### src/rtl/led_sched_pkg.sv
// Shared types, field widths and helper functions for the LED blink scheduler.
package led_sched_pkg;

    // Scheduler FSM states.
    typedef enum logic [1:0] {
        IDLE    = 2'd0,
        ON      = 2'd1,
        OFF     = 2'd2,
        RELEASE = 2'd3
    } sched_state_t;

    // Width of the on-time / period fields, in ticks.
    localparam int unsigned MS_W    = 16;
    // Width of the repeat-count field.
    localparam int unsigned REP_W   = 8;
    // Largest supported number of requesters and the index width that covers it.
    localparam int unsigned MAX_REQ = 8;
    localparam int unsigned IDX_W   = 3;

    // Result of a round-robin search.
    typedef struct packed {
        logic             found;
        logic [IDX_W-1:0] idx;
    } rr_pick_t;

    // Search upward from ptr for the first set request bit, wrapping modulo n_req.
    function automatic rr_pick_t rr_pick(
        input logic [MAX_REQ-1:0] req,
        input logic [IDX_W-1:0]   ptr,
        input int unsigned        n_req
    );
        rr_pick_t    r;
        int unsigned j;
        r = '0;
        for (int unsigned k = 0; k < MAX_REQ; k++) begin
            j = 32'(ptr) + k;
            if (j >= n_req) begin
                j = j - n_req;
            end
            if ((k < n_req) && !r.found && req[j[IDX_W-1:0]]) begin
                r.found = 1'b1;
                r.idx   = j[IDX_W-1:0];
            end
        end
        return r;
    endfunction

    // Effective period: max(period, on, 1), so a pattern always lasts at least one tick.
    function automatic logic [MS_W-1:0] eff_period(
        input logic [MS_W-1:0] on_t,
        input logic [MS_W-1:0] per_t
    );
        logic [MS_W-1:0] p;
        p = (per_t > on_t) ? per_t : on_t;
        if (p == '0) begin
            p = {{(MS_W-1){1'b0}}, 1'b1};
        end
        return p;
    endfunction

endpackage

### src/rtl/led_blink_scheduler_if.sv
// Requester-side bus of the LED blink scheduler: packed pattern requests in, grant/done/LED out.
interface led_blink_scheduler_if
    import led_sched_pkg::*;
#(
    parameter int unsigned N_REQ = 4
);

    logic [N_REQ-1:0]       req;
    logic [MS_W*N_REQ-1:0]  on_ms;
    logic [MS_W*N_REQ-1:0]  period_ms;
    logic [REP_W*N_REQ-1:0] reps;
    logic [N_REQ-1:0]       grant;
    logic [N_REQ-1:0]       done;
    logic                   busy;
    logic                   sig;

    // Requesters drive patterns and observe the arbitration result.
    modport master (
        output req, on_ms, period_ms, reps,
        input  grant, done, busy, sig
    );

    // The scheduler consumes patterns and owns grant/done/busy and the LED.
    modport slave (
        input  req, on_ms, period_ms, reps,
        output grant, done, busy, sig
    );

endinterface

### src/rtl/led_tick_gen.sv
// Prescaler producing a one-cycle tick every PRESCALE clocks, with synchronous clear.
module led_tick_gen #(
    parameter int unsigned PRESCALE = 27000
) (
    input  logic clk,
    input  logic rst,
    input  logic clr,
    output logic tick
);

    localparam int unsigned CW = (PRESCALE > 1) ? $clog2(PRESCALE) : 1;
    localparam logic [CW-1:0] LAST = CW'(PRESCALE - 1);

    logic [CW-1:0] cnt_q, cnt_d;

    // Next count: hold at zero while cleared, otherwise wrap at PRESCALE-1.
    always_comb begin
        // NOTE: every combinational output gets a default first so no path can leave it unassigned and infer a latch.
        cnt_d = cnt_q;
        if (clr) begin
            cnt_d = '0;
        end else if (cnt_q == LAST) begin
            cnt_d = '0;
        end else begin
            cnt_d = cnt_q + 1'b1;
        end
    end

    // Count register with asynchronous reset.
    always_ff @(posedge clk or negedge rst) begin
        if (!rst) begin
            cnt_q <= '0;
        end else begin
            // NOTE: sequential state uses non-blocking assignment so all registers update from pre-edge values.
            cnt_q <= cnt_d;
        end
    end

    assign tick = (cnt_q == LAST);

endmodule

### src/rtl/led_blink_scheduler.sv
// Round-robin owner of the board LED: grants one requester at a time and plays its
// on/off blink pattern to completion before re-arbitrating.
module led_blink_scheduler
    import led_sched_pkg::*;
#(
    parameter int unsigned CLK_HZ  = 27000000,
    parameter int unsigned TICK_HZ = 1000,
    parameter int unsigned N_REQ   = 4
) (
    input logic                  clk,
    input logic                  rst,
    led_blink_scheduler_if.slave bus
);

    localparam int unsigned PRESCALE = CLK_HZ / TICK_HZ;
    localparam logic [IDX_W-1:0] LAST_IDX = IDX_W'(N_REQ - 1);
    localparam logic [N_REQ-1:0] ONE      = {{(N_REQ-1){1'b0}}, 1'b1};

    sched_state_t     state_q, state_d;
    logic [IDX_W-1:0] ptr_q, ptr_d;
    logic [N_REQ-1:0] grant_q, grant_d;
    logic [N_REQ-1:0] done_q, done_d;
    logic             busy_q, busy_d;
    logic             sig_q, sig_d;
    logic [MS_W-1:0]  on_q, on_d;
    logic [MS_W-1:0]  off_q, off_d;
    logic [MS_W-1:0]  tick_cnt_q, tick_cnt_d;
    logic [REP_W-1:0] reps_q, reps_d;
    logic [REP_W-1:0] rep_cnt_q, rep_cnt_d;

    logic             tick;
    logic             tick_clr;
    rr_pick_t         pick;
    logic [MS_W-1:0]  win_on, win_per, win_per_eff;
    logic [REP_W-1:0] win_reps;
    logic [MS_W-1:0]  tick_nxt;
    logic [REP_W-1:0] rep_nxt;
    logic             end_period;

    // The prescaler idles at zero outside a pattern so the first tick of a grant is exact.
    assign tick_clr = (state_q == IDLE) || (state_q == RELEASE);

    led_tick_gen #(
        .PRESCALE(PRESCALE)
    ) u_tick (
        .clk (clk),
        .rst (rst),
        .clr (tick_clr),
        .tick(tick)
    );

    assign pick = rr_pick(MAX_REQ'(bus.req), ptr_q, N_REQ);

    // Mux out the winning requester's pattern fields.
    always_comb begin
        win_on   = '0;
        win_per  = '0;
        win_reps = '0;
        for (int i = 0; i < int'(N_REQ); i++) begin
            if (pick.idx == IDX_W'(i)) begin
                win_on   = bus.on_ms[MS_W*i +: MS_W];
                win_per  = bus.period_ms[MS_W*i +: MS_W];
                win_reps = bus.reps[REP_W*i +: REP_W];
            end
        end
        win_per_eff = eff_period(win_on, win_per);
    end

    // Next-state and registered-output logic of the scheduler FSM.
    always_comb begin
        state_d    = state_q;
        ptr_d      = ptr_q;
        grant_d    = grant_q;
        done_d     = '0;
        busy_d     = busy_q;
        sig_d      = sig_q;
        on_d       = on_q;
        off_d      = off_q;
        reps_d     = reps_q;
        tick_cnt_d = tick_cnt_q;
        rep_cnt_d  = rep_cnt_q;
        end_period = 1'b0;
        tick_nxt   = tick_cnt_q + 1'b1;
        rep_nxt    = rep_cnt_q + 1'b1;

        case (state_q)
            IDLE: begin
                if (pick.found) begin
                    on_d       = win_on;
                    off_d      = win_per_eff - win_on;
                    reps_d     = win_reps;
                    grant_d    = ONE << pick.idx;
                    busy_d     = 1'b1;
                    ptr_d      = (pick.idx == LAST_IDX) ? '0 : pick.idx + 1'b1;
                    tick_cnt_d = '0;
                    rep_cnt_d  = '0;
                    if (win_reps == '0) begin
                        state_d = RELEASE;
                        sig_d   = 1'b0;
                    end else if (win_on == '0) begin
                        state_d = OFF;
                        sig_d   = 1'b0;
                    end else begin
                        state_d = ON;
                        sig_d   = 1'b1;
                    end
                end
            end
            ON: begin
                if (tick) begin
                    if (tick_nxt == on_q) begin
                        tick_cnt_d = '0;
                        if (off_q != '0) begin
                            state_d = OFF;
                            sig_d   = 1'b0;
                        end else begin
                            end_period = 1'b1;
                        end
                    end else begin
                        tick_cnt_d = tick_nxt;
                    end
                end
            end
            OFF: begin
                if (tick) begin
                    if (tick_nxt == off_q) begin
                        tick_cnt_d = '0;
                        end_period = 1'b1;
                    end else begin
                        tick_cnt_d = tick_nxt;
                    end
                end
            end
            RELEASE: begin
                // A grant still held here (zero-rep pattern) is released now with its done pulse.
                state_d = IDLE;
                grant_d = '0;
                busy_d  = 1'b0;
                sig_d   = 1'b0;
                done_d  = grant_q;
            end
            default: begin
                state_d = IDLE;
            end
        endcase

        if (end_period) begin
            rep_cnt_d = rep_nxt;
            if (rep_nxt == reps_q) begin
                state_d = RELEASE;
                grant_d = '0;
                busy_d  = 1'b0;
                sig_d   = 1'b0;
                done_d  = grant_q;
            end else if (on_q != '0) begin
                state_d = ON;
                sig_d   = 1'b1;
            end else begin
                state_d = OFF;
                sig_d   = 1'b0;
            end
        end
    end

    // State, counter and output registers; reset clears everything with no done pulse.
    always_ff @(posedge clk or negedge rst) begin
        if (!rst) begin
            state_q    <= IDLE;
            ptr_q      <= '0;
            grant_q    <= '0;
            done_q     <= '0;
            busy_q     <= 1'b0;
            sig_q      <= 1'b0;
            on_q       <= '0;
            off_q      <= '0;
            reps_q     <= '0;
            tick_cnt_q <= '0;
            rep_cnt_q  <= '0;
        end else begin
            state_q    <= state_d;
            ptr_q      <= ptr_d;
            grant_q    <= grant_d;
            done_q     <= done_d;
            busy_q     <= busy_d;
            sig_q      <= sig_d;
            on_q       <= on_d;
            off_q      <= off_d;
            reps_q     <= reps_d;
            tick_cnt_q <= tick_cnt_d;
            rep_cnt_q  <= rep_cnt_d;
        end
    end

    assign bus.grant = grant_q;
    assign bus.done  = done_q;
    assign bus.busy  = busy_q;
    assign bus.sig   = sig_q;

endmodule

### src/flat_wrapper.sv
// flat-port wrapper written by rule: the top's interface ports become plain ports
module led_blink_scheduler_flat import led_sched_pkg::*;
#(
    parameter int unsigned CLK_HZ  = 27000000,
    parameter int unsigned TICK_HZ = 1000,
    parameter int unsigned N_REQ   = 4
)
  (clk, rst, bus_req, bus_on_ms, bus_period_ms, bus_reps, bus_grant, bus_done, bus_busy, bus_sig);
  led_blink_scheduler_if #(.N_REQ(N_REQ)) bus_i ();
  input logic clk;
  input logic rst;
  input wire logic [$bits(bus_i.req)-1:0] bus_req;
  input wire logic [$bits(bus_i.on_ms)-1:0] bus_on_ms;
  input wire logic [$bits(bus_i.period_ms)-1:0] bus_period_ms;
  input wire logic [$bits(bus_i.reps)-1:0] bus_reps;
  output wire logic [$bits(bus_i.grant)-1:0] bus_grant;
  output wire logic [$bits(bus_i.done)-1:0] bus_done;
  output wire logic [$bits(bus_i.busy)-1:0] bus_busy;
  output wire logic [$bits(bus_i.sig)-1:0] bus_sig;
  assign bus_i.req = bus_req;
  assign bus_i.on_ms = bus_on_ms;
  assign bus_i.period_ms = bus_period_ms;
  assign bus_i.reps = bus_reps;
  assign bus_grant = bus_i.grant;
  assign bus_done = bus_i.done;
  assign bus_busy = bus_i.busy;
  assign bus_sig = bus_i.sig;
  led_blink_scheduler #(.CLK_HZ(CLK_HZ), .TICK_HZ(TICK_HZ), .N_REQ(N_REQ)) u_core (.clk(clk), .rst(rst), .bus(bus_i));
endmodule
### config.mk
export PLATFORM = sky130hd
export DESIGN_NAME = led_blink_scheduler_flat
export DESIGN_NICKNAME = d
export VERILOG_FILES = /design/src/rtl/led_sched_pkg.sv /design/src/rtl/led_blink_scheduler_if.sv /design/src/rtl/led_tick_gen.sv /design/src/rtl/led_blink_scheduler.sv /design/src/flat_wrapper.sv
export SDC_FILE = /design/constraint.sdc
export NUM_CORES = 1
export LEC_CHECK = 0
export CORE_MARGIN = 3
export CORE_UTILIZATION = 30
export DETAILED_ROUTE_END_ITERATION = 6
export GPL_TIMING_DRIVEN = 0
export PLACE_DENSITY_LB_ADDON = 0.2
export SYNTH_ARGS = -nofsm -noshare
export SYNTH_HDL_FRONTEND = slang
export SYNTH_SLANG_ARGS = --single-unit
### constraint.sdc
create_clock -name clk -period 16.88 [get_ports clk]
set_input_delay 3.376 -clock clk [delete_from_list [all_inputs] [get_ports clk]]
set_output_delay 3.376 -clock clk [all_outputs]
set_load 0.005 [all_outputs]
==> results.toml, run 1 <==
[routing]
viasPerCell = 5.19
ant_nets = 0
routed_wl_um = 30100
vias = 8602
wl_per_cell_um = 18.2
drc = 0
drtIter0Drc = 532
first_pass_iters = 5

[clock_network]
numCtsBuffers = 9
clock_latency_ns = 0.35
cts_tree = "done"
htree_levels = 3
cts_sinks = 94
post_cts_buffers = 0
root_buffer = "clkbuf_16"
clock_path_buffers = 2
cts-hold-fix-buffers = 0
path_clk_slew_ns = 0.07
cts_resized = 0

[floorplan]
core_area_sq_um = 28000
fp.dieH_um = 175
die_w_um = 175
ios = 176
num_rows = 61
dieArea_sq_um = 30800
initial_core_util_pct = 30.8

[worst_setup_path]
critPathRequiredTime_ns = 17.09
max_stage_delay_ns = 0.77
crit_slowest_cell = "buf_1"
crit_path_start_kind = "primary input"
cp.arrival_ns = 13.12
worstSetupPathType = "in2reg"
critPathCaptureType = "register"
crit_fanout = 10

[synthesis]
ys_types = 83
ys_seq_area_share_pct = 27.3
synthAdderAreaFrac_pct = 6.77
synth_top_family_by_area = "simple AND/OR/NAND/NOR gates"
syn_avg_cell_area_sq_um = 7.94
synthTopCellsByArea = "dfrtp_1 (27%), ha_1 (6.5%), a21oi_1 (6.1%)"
syn_area_sq_um = 8620
synthMuxAreaShare_pct = 4.17
synth_xor_area_share_pct = 8.62
async_flop_share_pct = 100
synth_seq_cells = 94
syn-num-nets = 1297
synth_largest_area_cell = "dfrtp_1"
synth_warnings = 0
synthCells = 1085
synth_edf_count = 0
synth-simple-area-share_pct = 25.7
ys.flop_type = "dfrtp_1"
synth_compound_area_share_pct = 21.5
synth_top_area_share_pct = 27.3

[sta]
final.setup_skew_ns = 0.00964
tns_ns = 0
grt_setup_unrepaired = "false"
fin_ws_ns = 3.97
fmax_mhz = 77.5
final.min_clock_period_ns = 12.91
fin_crit_sh_pct = 76.5
finalHoldViolCount = 0
final_max_slew_viol_count = 0
slew_headroom_pct = 36.1
setup_violations = 0
worstMarginPinSlew_ns = 0.946

[placed_design]
dpl_cell_area_sq_um = 10900
gp_congestion = 0.860
place_hpwl_um = 24900
placement.io_buffers = 175
pre_cts_ws_ns = 3.58

[layout]
drive_gt1_share_pct = 6.03
final_area_sq_um = 11200
fin_nets = 1485
antenna-diode-count = 0
fill_cells = 2936
syn2layout_area_growth_pct = 29.9

[job]
cap_violations = 0

[global_routing]
grt_pass1_vias = 8716
grt_pass1_wl_um = 47800
grt_use_total_pct = 19.5
grt-ovfl-total = 0
grt_start_max_net_pins = 66
antenna_found_initial = 0

[outcome]
status = "completed"

[worst_hold_path]
hp-class = "reg2reg"
## registers in the layout, summed over array words and instances (netlist names), 2 cells and up
| register | count |
|---|---|
| u_core.bus.done | 4 |
| u_core.bus.grant | 4 |
| u_core.off_q | 16 |
| u_core.on_q | 16 |
| u_core.ptr_q | 3 |
| u_core.rep_cnt_q | 8 |
| u_core.reps_q | 8 |
| u_core.state_q | 2 |
| u_core.tick_cnt_q | 16 |
| u_core.u_tick.cnt_q | 15 |
## cell usage after synthesis, types with 5 or more instances
cell,instances
nor2_1,101
buf_1,7
xnor3_1,5
nand2_1,120
nor4_1,16
or4_1,7
ha_1,45
mux2i_1,28
xnor2_1,44
o31ai_1,12
and3_1,11
o21ai_0,64
nor3_1,15
dfrtp_1,94
xor2_1,28
o21ai_1,6
buf_2,14
o21a_1,11
a31oi_1,14
nand2b_1,15
nor2b_1,16
nand3b_1,29
and2_1,5
clkbuf_1,37
a22o_1,5
a22oi_1,10
nand3_1,38
o211ai_1,8
buf_4,10
a21o_1,11
inv_1,44
a21oi_1,105
nand4_1,19
## critical path, delay by kind of cell
kind            cells  cell delay [ns]
fa+ha+maj           4             1.26
xor+xnor            1             0.22
compound gates     14             3.56
simple gates        5             0.81
mux                 2             0.87
buf+inv             7             3.00
## layout by cell type (no fill, tap or decap), types with 19 or more instances in the layout
| master | count |
|---|---|
| inv_1 | 44 |
| nand2_1 | 120 |
| nor2_1 | 101 |
| mux2i_1 | 28 |
| ha_1 | 45 |
| clkbuf_1 | 37 |
| xnor2_1 | 44 |
| clkdlybuf4s50_1 | 174 |
| nand3b_1 | 29 |
| dfrtp_1 | 94 |
| a21oi_1 | 105 |
| nand3_1 | 38 |
| nand4_1 | 19 |
| o21ai_0 | 64 |
| xor2_1 | 28 |
## through the flow
step,instances,hold WS (ns),util (%)
global route,1656,0.557,40.0
floorplan,1085,0.469,-
CTS,1656,0.527,40.0
global placement,1638,0.506,38.7
finish,1656,0.523,40.0
detailed placement,1640,0.519,38.8
## layer usage
metal / up-vias / GRT usage (%) / share of wire [%]
met5: - / 0 / 0
met4: 0 / 6.00 / 2.9
met3: 37 / 3.83 / 5.8
met2: 262 / 33.6 / 47
met1: 4032 / 24.8 / 44
li1: 4271 / - / -
## cells by family (layout without fill, tap and decap cells)
logic type / Yosys count / in the layout
compound gates: 291 / 291
xor+xnor: 77 / 77
fa+ha+maj: 46 / 46
buf+inv: 116 / 309
flops: 94 / 94
mux: 33 / 33
simple gates: 428 / 428
## worst paths after layout
path	start	to	slack, ns	cells past startpoint
max	bus_req[3]	u_core.off_q[14]	3.97	33
min	u_core.u_tick.cnt_q[0]	u_core.u_tick.cnt_q[0]	0.52	1
max reg2reg	u_core.ptr_q[0]	u_core.off_q[14]	6.35	35
min reg2reg	u_core.u_tick.cnt_q[0]	u_core.u_tick.cnt_q[0]	0.52	1
max in group asynchronous	rst	u_core.on_q[10]	13.25	2
min in group asynchronous	rst	u_core.u_tick.cnt_q[3]	2.96	1
## cell type report
cell class	instances	area (sq um)	share of cell area, %
buffer	71	344	3.07
clock inverter	7	97.6	0.872
timing repair buffer	177	1780	15.9
multi-input combinational	875	5750	51.4
tap	378	473	4.22
sequential	94	2350	21.0
clock buffer	9	225	2.01
inverter	45	169	1.51
Power of run 1 is left out: the tool's default activity adds up to more than one toggle a clock period on the data nets, which glitch-free logic cannot reach.
==> inputs of run 2 (changes only) <==
==> constraint.sdc (replaced) <==
create_clock -name clk -period 11.5 [get_ports clk]
set_input_delay 2.3 -clock clk [delete_from_list [all_inputs] [get_ports clk]]
set_output_delay 2.3 -clock clk [all_outputs]
set_load 0.005 [all_outputs]
==> results.toml, run 2 (synthesis results as in run 1) <==
[sta]
slew_headroom_pct = 46.3
final_max_slew_viol_count = 0
fin_crit_sh_pct = 95.5
setup_violations = 0
grt_setup_unrepaired = "false"
final.min_clock_period_ns = 10.98
fmax_mhz = 91.1
finalHoldViolCount = 0
worstMarginPinSlew_ns = 0.806
final.setup_skew_ns = 0.0100

[global_routing]
grt-ovfl-total = 0
grt_pass1_wl_um = 47800
grt_use_total_pct = 19.5
grt_start_max_net_pins = 66
grt_pass1_vias = 8711
antenna_found_initial = 0

[layout]
syn2layout_area_growth_pct = 30.2
antenna-diode-count = 0
final_cell_mix = "clkdlybuf4s50_1 (174), nand2_1 (120), a21oi_1 (105)"
final_area_sq_um = 11200
drive_gt1_share_pct = 6.42
top_regs = "u_core.off_q x16, u_core.on_q x16, u_core.tick_cnt_q x16"
fin_nets = 1485
fin_cells = 1656
layout_commonest_cell = "clkdlybuf4s50_1"
finish.utilization_pct = 40.0

[worst_setup_path]
r2r_slack_ns = 1.81
reg2regPathDepth = 35
crit_fanout = 10
r2r-start = "u_core.ptr_q[0]"
crit_path_start_kind = "primary input"
worstSetupPathType = "in2reg"
max_stage_delay_ns = 0.56
critPathCaptureType = "register"
cp.arrival_ns = 11.20
reg2reg_to = "u_core.off_q[14]"
critPathRequiredTime_ns = 11.72
critPathLaunch = "bus_req[3]"
crit_slowest_cell = "clkdlybuf4s15_2"

[routing]
dr_wl_met3_um = 1700
wl_met2_um = 14200
first_pass_iters = 5
viasPerCell = 5.17
wl_met1_um = 13300
ant_nets = 0
drtIter0Drc = 500
dr.max_layer_used = "met4"
routed_wl_um = 30100
vias = 8564
drc = 0
wl_per_cell_um = 18.2

[floorplan]
core_area_sq_um = 28000
die_w_um = 175
dieArea_sq_um = 30800
fp.dieH_um = 175
ios = 176
num_rows = 61
initial_core_util_pct = 30.8

[worst_hold_path]
hp-class = "reg2reg"
hold_end = "u_core.u_tick.cnt_q[0]"
worstHoldStart = "u_core.u_tick.cnt_q[0]"
holdPathStages = 1

[clock_network]
cts_tree = "done"
numCtsBuffers = 9
htree_levels = 3
clock_path_buffers = 2
cts-hold-fix-buffers = 0
path_clk_slew_ns = 0.07
post_cts_buffers = 0
root_buffer = "clkbuf_16"
cts_sinks = 94
clock_latency_ns = 0.35

[job]
cap_violations = 0

[placed_design]
place_hpwl_um = 24900
dpl_cell_area_sq_um = 10900
gp_congestion = 0.860
dp_cells = 1640
placement.io_buffers = 175

[outcome]
status = "completed"
==> run 2: cell type report <==
| class | count | area (sq um) |
|---|---|---|
| fillers | 2936 | 16800 |
| multi-input cells | 875 | 5760 |
| flip-flops and latches | 94 | 2350 |
| repair buffers | 177 | 1780 |
| well taps | 378 | 473 |
| plain buffers | 71 | 354 |
| clock buffers | 9 | 225 |
| inverters | 45 | 169 |
| clock inverters | 7 | 97.6 |
==> run 2: how the worst max path moves through the flow <==
| stage | cells past startpoint | endpoint | slack, ns |
|---|---|---|---|
| 2_1_floorplan | 33 | u_core.off_q[14] | 2.30 |
| 3_3_place_gp | 33 | u_core.off_q[14] | -0.60 |
| 3_5_place_dp | 33 | u_core.off_q[14] | -0.73 |
| 4_1_cts | 33 | u_core.off_q[14] | 0.19 |
| 5_1_grt | 33 | u_core.off_q[14] | 0.01 |
| 6_report | 33 | u_core.off_q[14] | 0.52 |
==> run 2: stage by stage <==
| stage | TNS, ns | hold slack (ns) | worst slack, ns |
|---|---|---|---|
| after global routing | 0 | 0.557 | 0.0106 |
| after global placement | -1.63 | 0.506 | -0.598 |
| after detailed placement | -2.13 | 0.519 | -0.727 |
| after floorplan | 0 | 0.469 | 2.30 |
| final | 0 | 0.523 | 0.517 |
| after CTS | 0 | 0.527 | 0.186 |
==> run 2: critical path, delay by kind of cell <==
kind / cells / cell delay [ns]
AOI/OAI and AO/OA: 14 / 3.25
buffers and inverters: 7 / 2.65
muxes: 2 / 0.72
xor gates and xnor gates: 1 / 0.22
adders and majority gates: 4 / 1.23
and+or+nand+nor: 5 / 0.81
==> run 2: per-layer routing <==
layer	vias up	GRT usage [%]
met5	-	0
met4	0	6.00
met3	38	3.80
met2	267	33.6
met1	3990	24.8
li1	4269	-
==> run 2: repair_timing <==
item	4_1_cts	5_1_grt
cloned	0	0
gates resized for setup	3	5
pin swaps	0	0
endpoints found under the setup margin	3	3
endpoints found under the hold margin	0	0
Power of run 2 is left out for the same reason.
==> inputs of run 3 (changes only) <==
--- a/config.mk
+++ b/config.mk
@@ -10,6 +10,7 @@
 export DETAILED_ROUTE_END_ITERATION = 6
 export GPL_TIMING_DRIVEN = 0
 export PLACE_DENSITY_LB_ADDON = 0.2
+export SKIP_CTS_REPAIR_TIMING = 1
 export SYNTH_ARGS = -nofsm -noshare
 export SYNTH_HDL_FRONTEND = slang
 export SYNTH_SLANG_ARGS = --single-unit
==> results.toml, run 3 (synthesis results as in run 1) <==
[global_routing]
grt_start_max_net_pins = 66
grt_pass1_vias = 8716
grt-ovfl-total = 0
antenna_found_initial = 0
grt_use_total_pct = 19.5
grt_pass1_wl_um = 47800

[routing]
drtIter0Drc = 500
drc = 0
viasPerCell = 5.19
ant_nets = 0
wl_per_cell_um = 18.2
routed_wl_um = 30100
vias = 8587
first_pass_iters = 5

[floorplan]
dieArea_sq_um = 30800
num_rows = 61
fp.dieH_um = 175
initial_core_util_pct = 30.8
core_area_sq_um = 28000
ios = 176
die_w_um = 175

[clock_network]
path_clk_slew_ns = 0.07
clock_latency_ns = 0.35
cts_sinks = 94
htree_levels = 3
clock_path_buffers = 2
cts_tree = "done"
root_buffer = "clkbuf_16"
numCtsBuffers = 9

[outcome]
status = "completed"

[worst_setup_path]
crit_fanout = 10
max_stage_delay_ns = 0.54
cp.arrival_ns = 11.08
crit_slowest_cell = "o31ai_1"
critPathCaptureType = "register"
critPathRequiredTime_ns = 11.72
worstSetupPathType = "in2reg"
crit_path_start_kind = "primary input"

[layout]
final_cell_mix = "clkdlybuf4s50_1 (174), nand2_1 (120), a21oi_1 (105)"
fill_cells = 2937
fin_nets = 1485
syn2layout_area_growth_pct = 30.1
layout_commonest_cell = "clkdlybuf4s50_1"
fin_cells = 1656
drive_gt1_share_pct = 6.42
antenna-diode-count = 0
top_regs = "u_core.off_q x16, u_core.on_q x16, u_core.tick_cnt_q x16"

[sta]
tns_ns = 0
final_max_slew_viol_count = 0
grt_setup_unrepaired = "false"
finalHoldViolCount = 0
final.setup_skew_ns = 0.0106
setup_violations = 0
worstMarginPinSlew_ns = 0.807
fmax_mhz = 92.0
slew_headroom_pct = 46.2
fin_crit_sh_pct = 94.5
final.min_clock_period_ns = 10.87

[placed_design]
gp_congestion = 0.860
placement.io_buffers = 175
place_hpwl_um = 24900
dp_cells = 1640

[worst_hold_path]
hp-class = "reg2reg"

[job]
cap_violations = 0
-- run 3: changes by cell type in the layout (fill, tap and decap cells not counted) --
cell             before  now
clkbuf_2              2    3
clkdlybuf4s15_2       1    0
-- run 3: worst paths after layout --
path                                              from                endpoint  slack (ns)  cells after the start
worst min-delay path            u_core.u_tick.cnt_q[0]  u_core.u_tick.cnt_q[0]        0.52                      1
max in group asynchronous                          rst         u_core.on_q[14]        8.95                      2
worst max register to register         u_core.ptr_q[0]        u_core.off_q[14]        1.93                     35
min in group asynchronous                          rst  u_core.u_tick.cnt_q[3]        1.89                      1
worst min register to register  u_core.u_tick.cnt_q[0]  u_core.u_tick.cnt_q[0]        0.52                      1
worst max-delay path                        bus_req[3]        u_core.off_q[14]        0.63                     33
-- run 3: layout make-up --
cell class	instances	area, sq um	area share [%]
sequential	94	2350	21.0
clock inverter	7	97.6	0.871
buffer	71	348	3.10
inverter	45	169	1.51
tap	378	473	4.22
clock buffer	9	225	2.01
multi-input combinational	875	5760	51.4
timing repair buffer	177	1780	15.9
-- run 3: through the flow --
stage / instance area [sq um] / util, % / worst slack [ns] / hold WS (ns)
finish: 11200 / 40.0 / 0.633 / 0.523
global route: 11200 / 40.0 / 0.101 / 0.557
CTS: 11200 / 40.0 / -0.382 / 0.527
detailed placement: 10900 / 38.8 / -0.727 / 0.519
global placement: 10800 / 38.7 / -0.598 / 0.506
floorplan: 8620 / - / 2.30 / 0.469
-- run 3: worst max-delay path, delay by kind of cell --
| kind | cells | cell delay [ns] |
|---|---|---|
| and+or+nand+nor | 5 | 0.80 |
| adders and majority gates | 4 | 1.23 |
| AOI/OAI and AO/OA | 14 | 3.24 |
| muxes | 2 | 0.72 |
| xor gates and xnor gates | 1 | 0.22 |
| buffers and inverters | 7 | 2.56 |
-- run 3: metal layers --
layer	global-route usage, %	vias to the layer above	wire length, um
met5	0	-	0
met4	6.00	0	871
met3	3.83	37	1630
met2	33.6	260	14300
met1	24.8	4018	13300
li1	-	4272	-
Power of run 3 is left out for the same reason.
